File: config.mk
export PLATFORM = sky130hd
export DESIGN_NAME = ps2_scancode_decoder
export DESIGN_NICKNAME = d
export VERILOG_FILES = /design/src/rtl/ps2_pkg.sv /design/src/rtl/ps2_evt_fifo.sv /design/src/rtl/ps2_scancode_decoder.sv
export SDC_FILE = /design/constraint.sdc
export NUM_CORES = 1
export LEC_CHECK = 0
export ABC_AREA = 1
export CAP_MARGIN = 20
export CORE_MARGIN = 2
export CORE_UTILIZATION = 49
export DETAILED_ROUTE_END_ITERATION = 12
export GPL_ROUTABILITY_DRIVEN = 0
export PLACE_DENSITY = 0.82
export SETUP_SLACK_MARGIN = 0.15
export SLEW_MARGIN = 15
export SYNTH_ARGS = -nofsm -noshare
export SYNTH_HDL_FRONTEND = slang
export SYNTH_SLANG_ARGS = --single-unit
File: constraint.sdc
create_clock -name clk -period 1.9 [get_ports clk]
set_input_delay 0.38 -clock clk [delete_from_list [all_inputs] [get_ports clk]]
set_output_delay 0.38 -clock clk [all_outputs]
set_load 0.005 [all_outputs]
File: src/rtl/ps2_pkg.sv
// rtl/ps2_pkg.sv - shared types and constants for the PS/2 scan-code decoder
package ps2_pkg;

    typedef enum logic [1:0] {
        ST_IDLE    = 2'd0,
        ST_EXT     = 2'd1,
        ST_BRK     = 2'd2,
        ST_EXT_BRK = 2'd3
    } ps2_state_e;

    localparam logic [7:0] PS2_EXT  = 8'hE0;
    localparam logic [7:0] PS2_BRK  = 8'hF0;
    localparam logic [7:0] PS2_ERR0 = 8'h00;
    localparam logic [7:0] PS2_ERR1 = 8'hFF;

    typedef struct packed {
        logic       ext;
        logic       brk;
        logic [7:0] code;
    } ps2_evt_t;

    // Bytes the receiver emits when it saw a line error.
    function automatic logic is_err(input logic [7:0] b);
        return (b == PS2_ERR0) || (b == PS2_ERR1);
    endfunction

endpackage

File: src/rtl/ps2_evt_fifo.sv
// rtl/ps2_evt_fifo.sv - synchronous FIFO holding decoded key events
// Ports: clk, rst_n (async active-low); push/push_data write side;
// pop/pop_data read side (pop_data shows the head, zero when empty);
// full/empty status flags.
module ps2_evt_fifo #(
    parameter int DEPTH = 4,
    parameter int WIDTH = 10
) (
    input  logic             clk,
    input  logic             rst_n,
    input  logic             push,
    input  logic [WIDTH-1:0] push_data,
    input  logic             pop,
    output logic [WIDTH-1:0] pop_data,
    output logic             full,
    output logic             empty
);

    localparam int AW = (DEPTH > 1) ? $clog2(DEPTH) : 1;
    localparam int CW = $clog2(DEPTH) + 1;

    logic [AW-1:0]    wr_ptr_q, wr_ptr_d;
    logic [AW-1:0]    rd_ptr_q, rd_ptr_d;
    logic [CW-1:0]    count_q, count_d;
    logic [WIDTH-1:0] mem_q [DEPTH];
    logic [WIDTH-1:0] mem_d [DEPTH];
    logic             do_push;
    logic             do_pop;

    assign full  = (count_q == CW'(DEPTH));
    assign empty = (count_q == '0);

    // A pop frees the slot in the same cycle, so a full FIFO still accepts a
    // push when it is being popped.
    assign do_pop  = pop && !empty;
    assign do_push = push && (!full || do_pop);

    // Head is forced to zero when empty so idle outputs read as zero.
    assign pop_data = empty ? '0 : mem_q[rd_ptr_q];

    always_comb begin
        mem_d    = mem_q;
        wr_ptr_d = wr_ptr_q;
        rd_ptr_d = rd_ptr_q;
        count_d  = count_q;
        if (do_push) begin
            mem_d[wr_ptr_q] = push_data;
            wr_ptr_d        = wr_ptr_q + 1'b1;
        end
        if (do_pop) begin
            rd_ptr_d = rd_ptr_q + 1'b1;
        end
        case ({do_push, do_pop})
            2'b10:   count_d = count_q + CW'(1);
            2'b01:   count_d = count_q - CW'(1);
            default: count_d = count_q;
        endcase
    end

    always_ff @(posedge clk or negedge rst_n) begin
        if (!rst_n) begin
            wr_ptr_q <= '0;
            rd_ptr_q <= '0;
            count_q  <= '0;
            for (int i = 0; i < DEPTH; i++) begin
                mem_q[i] <= '0;
            end
        end else begin
            wr_ptr_q <= wr_ptr_d;
            rd_ptr_q <= rd_ptr_d;
            count_q  <= count_d;
            mem_q    <= mem_d;
        end
    end

endmodule

File: src/rtl/ps2_scancode_decoder.sv
// rtl/ps2_scancode_decoder.sv - turns PS/2 scan-code bytes into buffered key events
// Ports: clk, rst_n (async active-low); in_valid/in_byte from the serial
// receiver; out_valid/out_ready/out_code/out_ext/out_break event stream to
// the host; overflow pulses one cycle after an event is dropped on a full FIFO.
module ps2_scancode_decoder
    import ps2_pkg::*;
#(
    parameter int FIFO_DEPTH     = 4,
    parameter int TIMEOUT_CYCLES = 100000
) (
    input  logic       clk,
    input  logic       rst_n,
    input  logic       in_valid,
    input  logic [7:0] in_byte,
    output logic       out_valid,
    input  logic       out_ready,
    output logic [7:0] out_code,
    output logic       out_ext,
    output logic       out_break,
    output logic       overflow
);

    localparam int TW = $clog2(TIMEOUT_CYCLES + 1);

    ps2_state_e state_q, state_d;
    logic [TW-1:0] tmo_q, tmo_d;
    logic          overflow_q, overflow_d;
    logic          push;
    ps2_evt_t      push_evt;
    ps2_evt_t      head_evt;
    logic          fifo_full;
    logic          fifo_empty;
    logic          pop;

    // State register and timeout counter.
    always_ff @(posedge clk or negedge rst_n) begin
        if (!rst_n) begin
            state_q    <= ST_IDLE;
            tmo_q      <= '0;
            overflow_q <= 1'b0;
        end else begin
            state_q    <= state_d;
            tmo_q      <= tmo_d;
            overflow_q <= overflow_d;
        end
    end

    // Next state. A byte arriving on the timeout cycle takes priority and is
    // decoded against the prefix still held.
    always_comb begin
        state_d = state_q;
        tmo_d   = '0;
        if (in_valid) begin
            if (is_err(in_byte)) begin
                state_d = ST_IDLE;
            end else if (in_byte == PS2_EXT) begin
                // A fresh E0 always restarts an extended sequence; any
                // pending break is dropped.
                state_d = ST_EXT;
            end else if (in_byte == PS2_BRK) begin
                case (state_q)
                    ST_IDLE:  state_d = ST_BRK;
                    ST_EXT:   state_d = ST_EXT_BRK;
                    default:  state_d = state_q;
                endcase
            end else begin
                state_d = ST_IDLE;
            end
        end else if (state_q != ST_IDLE) begin
            if (tmo_q == TW'(TIMEOUT_CYCLES - 1)) begin
                state_d = ST_IDLE;
            end else begin
                tmo_d = tmo_q + 1'b1;
            end
        end
    end

    // Event emission: any non-prefix, non-error byte completes an event whose
    // flags come straight from the prefix state it lands in.
    always_comb begin
        push     = 1'b0;
        push_evt = '0;
        if (in_valid && !is_err(in_byte) &&
            (in_byte != PS2_EXT) && (in_byte != PS2_BRK)) begin
            push          = 1'b1;
            push_evt.code = in_byte;
            push_evt.ext  = (state_q == ST_EXT) || (state_q == ST_EXT_BRK);
            push_evt.brk  = (state_q == ST_BRK) || (state_q == ST_EXT_BRK);
        end
    end

    assign pop        = out_valid && out_ready;
    assign overflow_d = push && fifo_full && !pop;

    ps2_evt_fifo #(
        .DEPTH (FIFO_DEPTH),
        .WIDTH ($bits(ps2_evt_t))
    ) u_fifo (
        .clk       (clk),
        .rst_n     (rst_n),
        .push      (push),
        .push_data (push_evt),
        .pop       (pop),
        .pop_data  (head_evt),
        .full      (fifo_full),
        .empty     (fifo_empty)
    );

    assign out_valid = !fifo_empty;
    assign out_code  = head_evt.code;
    assign out_ext   = head_evt.ext;
    assign out_break = head_evt.brk;
    assign overflow  = overflow_q;

endmodule

==> results of run 1 <==
-- what timing repair did --
| item | CTS | global route |
|---|---|---|
| pin swaps | 36 | 20 |
| setup endpoints to repair | 56 | 13 |
| gates resized for setup | 118 | 29 |
| setup buffers | 18 | 3 |
-- placed cells by master, fill, tap and decap left out, types with 4 or more instances in the layout --
cell | netlist | layout
buf_2 | 5 | 19
nor2_2 | 3 | 10
dfrtp_1 | 67 | 66
nand3_1 | 11 | 10
inv_2 | 1 | 8
o21ai_2 | 1 | 5
clkbuf_8 | 0 | 10
inv_1 | 35 | 26
ha_1 | 6 | 5
o21ai_1 | 0 | 10
nor2_4 | 2 | 11
nand4_2 | 4 | 4
xor2_1 | 7 | 7
nand2_1 | 133 | 123
buf_6 | 4 | 11
buf_4 | 0 | 48
nand2_2 | 1 | 8
o21ai_0 | 25 | 11
nor2_1 | 77 | 61
nor3_1 | 7 | 7
nand4_1 | 45 | 45
a21oi_1 | 13 | 10
-- per-layer routing --
layer | GRT usage | share of wire
met4 | 0.124 | 0.032
met1 | 0.308 | 0.40
met2 | 0.432 | 0.50
met5 | 0 | 0
met3 | 0.0595 | 0.064
-- where the power goes --
group          leakage (uW)  total (uW)  switching [uW]  internal (uW)
sequential         0.000875        2100             275           1830
clock              0.000126        1490             584            910
combinational       0.00130        3140            1720           1420
total               0.00231        6740            2580           4160
-- critical path, stage by stage, from the launching register on --
cell and delay, ps:
dfrtp_1 400, clkinvlp_4 140, buf_6 140, buf_6 110
nor2_4 80, o21ai_2 80, a21oi_2 160, buf_2 140
-- final cells by class --
cell class,instances,area (sq um)
multi-input combinational,344,1870
sequential,67,1680
tap,99,124
inverter,36,141
fill,544,2490
clock buffer,10,138
timing repair buffer,84,653
clock inverter,6,113
-- worst paths after layout --
kind | cells after the start | endpoint | startpoint | slack (ps)
min | 2 | tmo_q[13] | rst_n | 20
min in group clk | 3 | u_fifo.mem_q[36] | in_byte[6] | 360
max | 7 | out_break | u_fifo.rd_ptr_q[1] | -90
max reg2reg | 10 | u_fifo.count_q[2] | u_fifo.count_q[1] | 20
max in group asynchronous | 2 | u_fifo.rd_ptr_q[0] | rst_n | 1550
min reg2reg | 1 | tmo_q[0] | tmo_q[0] | 460
-- cells by family (layout without fill, tap and decap cells) --
logic type               after synthesis  after routing  synth area share
buffers and inverters                 60            136            0.0721
flip-flops                            67             67             0.462
AO/OA/AOI/OAI                         42             42            0.0607
AND/OR/NAND/NOR                      287            287             0.359
adder cells (fa/ha/maj)                7              7            0.0262
XOR/XNOR                               8              8            0.0193
-- through the flow --
step	std cells	hold slack (ps)	utilization	setup TNS, ps	total power, uW
after floorplan	471	84.4	-	-45.1	3470
after global placement	609	429	0.586	-12390	4580
after detailed placement	609	430	0.586	-14690	4690
after CTS	643	51.1	0.638	-258	6390
after global routing	646	62.3	0.654	-1280	7120
final	646	24.3	0.654	-385	6740
-- flip-flops by register name, indices dropped and copies added, names as in the netlist --
signal and count:
u_fifo.count_q 3, u_fifo.rd_ptr_q 2, overflow 1, u_fifo.mem_q 40
u_fifo.wr_ptr_q 2, state_q 2, tmo_q 17
==> run summary, run 1 <==
### Run status
- complete, but fails checks — status
- setup timing — violations in the final reports

### Floorplan
- 0.00721 sq mm — Floorplan Core Area
- 0.00810 sq mm — area enclosed by the die boundary
- 90.0 um — y dimension of the die
- 90.0 um — die span in x
- 31 — row count
- 24 — number of primary I/O pins
- 0.503 — initial core utilization

### Global routing
- 68 — maximum number of pins on one net before global-route repair
- 0 — GR Overflow Total
- 16,600 um — global-route wire length before repair
- 0 — initial antenna violation count
- 3,431 — vias in the first global route
- 0.256 — GRT Overall Usage

### Place
- 0.00422 sq mm — standard cell area after detailed placement
- -746 ps — Setup WS pre-CTS
- 6230 um — dpl hpwl
- 23 — IO Port Bufs

### Setup path
- output port — category of the worst setup path capture point
- reg -> out — critical path class
- 3 — critical path fanouts, max
- 1610 ps — arrival time at the worst endpoint
- flip-flop — startpoint class of the critical path
- 1520 ps — required time of the critical path

### Logic synthesis
- 471 — Gate Count Post-Synth
- dfrtp_1 (46%), nand2_1 (14%), nor2_1 (8.0%) — top cells by area in the synthesized netlist
- 1.00 — proportion of register bits with asynchronous set or reset after synthesis
- 490 — post-synth net total
- 28 — number of distinct library cell variants in the gate-level netlist after synthesis
- 0.00363 sq mm — cell area after synthesis
- 7.70 sq um — synthesized area divided by synthesized cell count
- 0 — warning count from the yosys run
- 67 — flops & latches, synth
- nand2_1 (133), nor2_1 (77), dfrtp_1 (67), nand4_1 (45), inv_1 (35) — most used standard cells in the synthesized netlist
- nand2_1 — most frequent cell after synthesis
- 0.462 — proportion of synthesized chip area in sequential cells
- dfrtp_1 — library cell with the largest summed area after synthesis
- 0.462 — post-synth top area share
- dfrtp_1 — Main synth FF type
- 0 — number of synthesized flops with an enable pin

### Timing
- 0.707 — Slew Limit Headroom
- 0 — final hold vios
- 504 MHz — maximum clock rate
- 10 — Setup Viol. Count Final
- true — unrepaired setup endpoints after global routing
- 0 — Slew Limit Fails
- -85.5 ps — worst setup slack after layout
- 1990 ps — time the final worst path needs with I/O delays and setup
- 1.04 — post-route fraction of the period consumed by the critical path
- 6.64 ps — skew final
- 439 ps — slew at the pin closest to its max-slew limit

### Run
- 0 — max-capacitance violation count

### Final layout
- 0 — Antenna Cells
- 561 — number of nets in the finished design
- 0.00472 sq mm — post-route cell area
- 0.287 — layout cell share with drive strength beyond 1
- 30.2% — growth of design area from synthesis to finish

### Worst hold path
- in -> async — type of the worst min-delay path

### Route
- 267 — DRC violation total after the first TritonRoute iteration
- 10,300 um — post-detailed-routing wire length
- 15.9 um — routed wirelength normalized by instance count
- 0 — remaining number of nets flagged by the antenna check after routing
- 3,580 — total number of vias
- 5.54 — detailed-route vias per instance
- 0 — DRC violation count after routing
- 5 — Initial DRT Pass Iterations

### Clock tree
- done — clock tree from TritonCTS
- 3 — CTS H-tree depth
- 0 — cts hold-fix bufs
- 2 — worst-case clock buffer depth
- 350 ps — clk_lat worst skew
- 70 ps — Clk pin slew, worst setup/hold paths
- clkbuf_8 — Root Buffer
- 67 — clk sinks
- 9 — TritonCTS Buffers

### Pwr
- 0.00231 uW — static power due to leakage
- 1430 mW/mm^2 — pwr dens
- 0.604 mV — peak ir drop on the vdd network

No activity file was read; power rests on OpenSTA's default activity.
==> inputs of run 2 (changes only) <==
--- a/config.mk
+++ b/config.mk
@@ -10,8 +10,9 @@
 export CORE_MARGIN = 2
 export CORE_UTILIZATION = 49
 export DETAILED_ROUTE_END_ITERATION = 12
+export DONT_BUFFER_PORTS = 1
 export GPL_ROUTABILITY_DRIVEN = 0
-export PLACE_DENSITY = 0.82
+export PLACE_DENSITY = 0.77
 export SETUP_SLACK_MARGIN = 0.15
 export SLEW_MARGIN = 15
 export SYNTH_ARGS = -nofsm -noshare
==> run 2 against run 1 <==
Against the previous run: the flow finishes with violations (hold timing); sequential cell count unchanged; final cell count is 8.8% lower; critical path depth down 2; via count down 5.8%; die area is the same; clock skew increased by 5.4 ps; clock power increased by 5%; routed wire length is 4.2% lower; register-to-register slack improved by 120 ps; largest cell class unchanged.
==> run summary, run 2 (same netlist as run 1, synthesis figures left out) <==
### Global routing
- 3,294 — vias in the first global route, -4.0%
- 15,900 um — global-route wire length before repair, -3.9%
- 68 — maximum number of pins on one net before global-route repair, unchanged
- 0 — initial antenna violation count, unchanged
- 0.247 — GRT Overall Usage, -0.00892
- 0 — GR Overflow Total, unchanged

### Pwr
- 0.804 mV — peak ir drop on the vdd network, +33%
- 0.322 — fraction of power consumed by sequential logic, +0.010
- 6530 uW — PnR Total Power, -3.1%
- 1480 mW/mm^2 — pwr dens, +4.0%
- 0.239 — clock power share, +0.017
- 0.00206 uW — static power due to leakage, -10%
- 0.392 — Switching Share, +0.00898
- 2560 uW — NetSw, -0.80%
- 3970 uW — total internal power, -4.5%
- 0.439 — share of total power in combinational logic, -0.027

### Floorplan
- 90.0 um — y dimension of the die, unchanged
- 0.00721 sq mm — Floorplan Core Area, unchanged
- 31 — row count, unchanged
- 0.503 — initial core utilization, unchanged
- 24 — number of primary I/O pins, unchanged
- 0.00810 sq mm — area enclosed by the die boundary, unchanged
- 90.0 um — die span in x, unchanged

### Setup path
- 1520 ps — required time of the critical path, about the same
- 1460 ps — arrival time at the worst endpoint, -150 ps
- u_fifo.count_q[2] — r2r endpoint
- dfrtp_1 — CP max stage cell
- flip-flop — startpoint class of the critical path
- 140 ps — reg-to-reg slack, setup, +120 ps
- u_fifo.rd_ptr_q[1] — source of the critical timing path
- clkinvlp_4 -> buf_8 -> nor2_4 -> o21ai_2 -> a21oi_2 — cells traversed along the worst timing path
- 410 ps — Slowest Stage Delay on Critical Path, about the same
- reg -> out — critical path class
- 5 — critical path fanouts, max, +2
- output port — category of the worst setup path capture point
- 9 — worst reg-to-reg path cell count, -1
- 5 — number of stages on the worst setup path, -2
- u_fifo.count_q[1] — RR Startpoint
- out_break — capturing instance or port of the critical path
- 2 — WP buf/inv, -2
- flip-flops — CP top delay family

### Place
- 5860 um — dpl hpwl, -5.9%
- -104 ps — Setup WS pre-CTS, +642 ps
- 0 — IO Port Bufs, -100%

### Run
- 0 — max-capacitance violation count, unchanged

### Timing
- 12.1 ps — skew final, +5.42 ps
- 59.2 ps — worst setup slack after layout, +145 ps
- 0.969 — post-route fraction of the period consumed by the critical path, -0.0762
- 0 — Slew Limit Fails, unchanged
- 0 — Setup Viol. Count Final, -10
- -275 ps — Final Hold Slack, -300 ps
- 0.712 — Slew Limit Headroom, +0.00480
- 432 ps — slew at the pin closest to its max-slew limit, -7.20 ps
- 543 MHz — maximum clock rate, +7.9%
- true — unrepaired setup endpoints after global routing
- 1840 ps — time the final worst path needs with I/O delays and setup, -145 ps
- 67 — final hold vios, +67

### Final layout
- nand2_1 — most common cell after layout, fill and taps aside
- 0 — Antenna Cells, unchanged
- u_fifo.mem_q — register name with the most flops
- 21.4% — growth of design area from synthesis to finish
- 504 — number of nets in the finished design, -10%
- nand2_1 (126), dfrtp_1 (66), nor2_1 (62) — highest-count cells in the layout ignoring fill and taps
- 623 — fillcell total, +15%
- u_fifo.mem_q: 40 flops, tmo_q: 17 flops, u_fifo.count_q: 3 flops — Regs by FF count
- 0.212 — layout cell share with drive strength beyond 1, -0.0748
- 40 — flip-flop count of the largest register, all copies and words added, unchanged

### Worst hold path
- in -> async — type of the worst min-delay path

### Clock tree
- 2 — worst-case clock buffer depth, unchanged
- 67 — clk sinks, unchanged
- 350 ps — clk_lat worst skew, about the same
- 9 — TritonCTS Buffers, unchanged
- 3 — CTS H-tree depth, unchanged
- done — clock tree from TritonCTS
- 80 ps — Clk pin slew, worst setup/hold paths, about the same
- clkbuf_8 — Root Buffer

### Route
- 9850 um — post-detailed-routing wire length, -4.2%
- 5 — Initial DRT Pass Iterations, unchanged
- 5.73 — detailed-route vias per instance, +3.3%
- 16.7 um — routed wirelength normalized by instance count, +5.1%
- 352 — DRC violation total after the first TritonRoute iteration, +32%
- 3,373 — total number of vias, -5.8%
- 0 — DRC violation count after routing, unchanged
- 0 — remaining number of nets flagged by the antenna check after routing, unchanged

### Run status
- complete, but fails checks — status
- hold timing — violations in the final reports

==> run 2: cell count changes in the layout (fill, tap and decap cells not counted), sizes merged <==
cell           previous run  this run
bufinv                    3         4
clkdlybuf4s15             1         0
buf                      80        26
clkinv                    3         2
clkbuf                   10        11
dlygate4sd2               1         0
clkdlybuf4s50             2         0
==> run 2: worst min-delay path by stage <==
stage	from	to	slack (ps)	depth (start not counted)
2_1_floorplan	rst_n	overflow	80	0
4_1_cts	rst_n	tmo_q[3]	-290	0
6_report	rst_n	u_fifo.mem_q[11]	-280	0
3_3_place_gp	rst_n	u_fifo.mem_q[32]	90	0
3_5_place_dp	rst_n	u_fifo.mem_q[31]	90	0
5_1_grt	rst_n	tmo_q[3]	-300	0
==> run 2: layout make-up <==
class	instances	area, sq um	share of cell area
clock buffer	10	128	0.0290
tap	99	124	0.0281
multi-input combinational	344	1930	0.438
timing repair buffer	27	268	0.0608
clock inverter	6	138	0.0313
sequential	67	1680	0.381
inverter	36	139	0.0316
==> run 2: metrics by stage <==
step | TNS, ps | utilization | hold slack (ps) | area [sq um] | instances
floorplan | -45.1 | - | 84.4 | 3690 | 471
global placement | -48.9 | 0.529 | 87.5 | 3810 | 563
detailed placement | -104 | 0.529 | 87.5 | 3810 | 563
CTS | 0 | 0.589 | -293 | 4250 | 585
global route | -20.5 | 0.610 | -304 | 4400 | 589
finish | 0 | 0.610 | -275 | 4400 | 589
==> run 2: power groups by stage <==
stage	sequential (uW)	combinational, uW	clock, uW
floorplan	2020	1450	0
global placement	2050	1980	0
detailed placement	2070	2030	0
CTS	2070	2480	1590
global route	2150	3110	1660
finish	2100	2870	1560
==> run 2: repair_timing <==
action | CTS | global route
hold endpoints to repair | 67 | 67
setup endpoints to repair | 12 | 59
cloned | 1 | 1
setup buffers | 5 | 3
resized for setup | 50 | 27
pin swaps | 16 | 18
==> run 2: metal layers <==
layer	track usage	up-vias	part of all wire
met5	0	-	0
met4	0.137	0	0.039
met3	0.0520	40	0.077
met2	0.416	155	0.49
met1	0.295	1611	0.39
li1	-	1567	-
==> inputs of run 3 (changes only) <==
--- a/config.mk
+++ b/config.mk
@@ -7,6 +7,7 @@
 export LEC_CHECK = 0
 export ABC_AREA = 1
 export CAP_MARGIN = 20
+export CORE_ASPECT_RATIO = 0.6
 export CORE_MARGIN = 2
 export CORE_UTILIZATION = 49
 export DETAILED_ROUTE_END_ITERATION = 12
==> run 3 against run 2 <==
Against the previous run: final cell count fell by 2.0%; the flow still finishes with violations (hold timing); highest routed layer unchanged; routed wire length fell by 2.0%; first-iteration DRC count did not move; register-to-register slack got worse by 60 ps; sequential share of layout area rose by 0.46 points; critical endpoint is now u_fifo.count_q[2]; sequential cell count did not move.
==> run summary, run 3 (same netlist as run 1, synthesis figures left out) <==
### Setup path
- 2120 ps — required time of the critical path, +600 ps
- 80 ps — reg-to-reg slack, setup, -60 ps
- 2040 ps — arrival time at the worst endpoint, +580 ps
- 3 — critical path fanouts, max, -2
- flip-flop — category of the worst setup path capture point
- flip-flop — startpoint class of the critical path
- reg -> reg — critical path class

### Route
- 352 — DRC violation total after the first TritonRoute iteration, unchanged
- 0 — remaining number of nets flagged by the antenna check after routing, unchanged
- 5.67 — detailed-route vias per instance, -1.0%
- 3,270 — total number of vias, -3.1%
- 9650 um — post-detailed-routing wire length, -2.0%
- 16.7 um — routed wirelength normalized by instance count, about the same
- 5 — Initial DRT Pass Iterations, unchanged
- 0 — DRC violation count after routing, unchanged

### Floorplan
- 0.00813 sq mm — area enclosed by the die boundary, +0.29%
- 70.6 um — y dimension of the die, -22%
- 0.503 — initial core utilization, +0.000524
- 115 um — die span in x, +28%
- 24 — row count, -23%
- 0.00721 sq mm — Floorplan Core Area, -0.10%
- 24 — number of primary I/O pins, unchanged

### Final layout
- u_fifo.mem_q: 40 flops, tmo_q: 17 flops, u_fifo.count_q: 3 flops — Regs by FF count
- nand2_1 (128), nor2_1 (67), dfrtp_1 (66) — highest-count cells in the layout ignoring fill and taps
- 500 — number of nets in the finished design, -0.79%
- 0.183 — layout cell share with drive strength beyond 1, -0.0291
- u_fifo.mem_q — register name with the most flops
- 40 — flip-flop count of the largest register, all copies and words added, unchanged
- 19.9% — growth of design area from synthesis to finish
- 0 — Antenna Cells, unchanged
- nand2_1 — most common cell after layout, fill and taps aside

### Place
- 0 — IO Port Bufs, unchanged
- 6160 um — dpl hpwl, +5.1%

### Pwr
- 6540 uW — PnR Total Power, +0.19%
- 1510 mW/mm^2 — pwr dens, +1.4%
- 1.21 mV — peak ir drop on the vdd network, +51%
- 0.00205 uW — static power due to leakage, -0.50%

### Clock tree
- clkbuf_16 — Root Buffer
- 50 ps — Clk pin slew, worst setup/hold paths, -30 ps
- 3 — CTS H-tree depth, unchanged
- done — clock tree from TritonCTS
- 9 — TritonCTS Buffers, unchanged
- 2 — worst-case clock buffer depth, unchanged
- 340 ps — clk_lat worst skew, about the same
- 67 — clk sinks, unchanged

### Timing
- 471 ps — slew at the pin closest to its max-slew limit, +38.8 ps
- 0.956 — post-route fraction of the period consumed by the critical path, -0.0132
- 551 MHz — maximum clock rate, +1.4%
- 4.20 ps — skew final, -7.86 ps
- 0.686 — Slew Limit Headroom, -0.0259
- 0 — Setup Viol. Count Final, unchanged
- 1820 ps — time the final worst path needs with I/O delays and setup, -25.0 ps
- 0 — Slew Limit Fails, unchanged
- -265 ps — Final Hold Slack, +10.0 ps
- 67 — final hold vios, unchanged
- true — unrepaired setup endpoints after global routing

### Run status
- complete, but fails checks — status
- hold timing — violations in the final reports

### Global routing
- 0.251 — GRT Overall Usage, +0.00395
- 68 — maximum number of pins on one net before global-route repair, unchanged
- 0 — GR Overflow Total, unchanged
- 0.332 — GRT met2 Usage, -0.0840
- 0 — initial antenna violation count, unchanged
- met1 — peak-usage layer in the global routing report
- 2,952 — vias in the first global route, -10%
- 0.384 — global-route track usage on met1, +0.0892
- 0.0968 — met3 Use GR, +0.0449
- 15,200 um — global-route wire length before repair, -4.3%

### Worst hold path
- in -> async — type of the worst min-delay path

### Run
- 0 — max-capacitance violation count, unchanged

[run 3: what timing repair did]
item                                   CTS  global route
gates resized for setup                 22            39
endpoints found under the hold margin   67            67
pin swaps                               15            18
buffers inserted                         5             0
setup endpoints to repair               12            51
[run 3: layout make-up]
cell class | count | area (sq um)
fill | 606 | 2860
multi-input combinational | 344 | 1880
clock buffer | 11 | 233
inverter | 36 | 139
sequential | 67 | 1680
timing repair buffer | 23 | 229
clock inverter | 5 | 77.6
tap | 91 | 114
[run 3: final timing paths]
| path | start | to | depth (start not counted) |
|---|---|---|---|
| setup / recovery | u_fifo.count_q[1] | u_fifo.count_q[2] | 9 |
| hold / removal | rst_n | u_fifo.mem_q[5] | 0 |
| setup reg to reg | u_fifo.count_q[1] | u_fifo.count_q[2] | 9 |
| hold reg to reg | tmo_q[0] | tmo_q[0] | 1 |
| max in group asynchronous | rst_n | u_fifo.mem_q[17] | 0 |
| min in group clk | in_valid | state_q[0] | 2 |
[run 3: metal layers]
metal	up-vias	wire length [um]
li1	1564	-
met1	1542	4480
met2	152	4110
met3	12	943
met4	0	111
met5	-	0
[run 3: worst max-delay path: stages (launching register included)]
cell	delay, ps
dfrtp_1	390
nor2_2	160
nand3_2	130
nand2_4	120
ha_4	130
inv_2	40
fa_2	360
a21oi_2	150
o21ai_1	80
xor2_1	140
[run 3: metrics by stage]
step / utilization / cells / cell area, sq um / setup slack (ps) / setup TNS [ps]
2_1_floorplan: - / 471 / 3690 / -45.1 / -45.1
3_3_place_gp: 0.531 / 556 / 3820 / -72.5 / -72.5
3_5_place_dp: 0.531 / 556 / 3820 / -132 / -142
4_1_cts: 0.585 / 577 / 4220 / 133 / 0
5_1_grt: 0.603 / 577 / 4350 / -30.6 / -30.6
6_report: 0.603 / 577 / 4350 / 84.3 / 0
[run 3: where the power goes]
part           switching (uW)  total (uW)  leakage [uW]  internal [uW]
Sequential                276        2110      0.000875           1830
Clock                     613        1760      0.000150           1140
Combinational            1630        2680       0.00103           1050
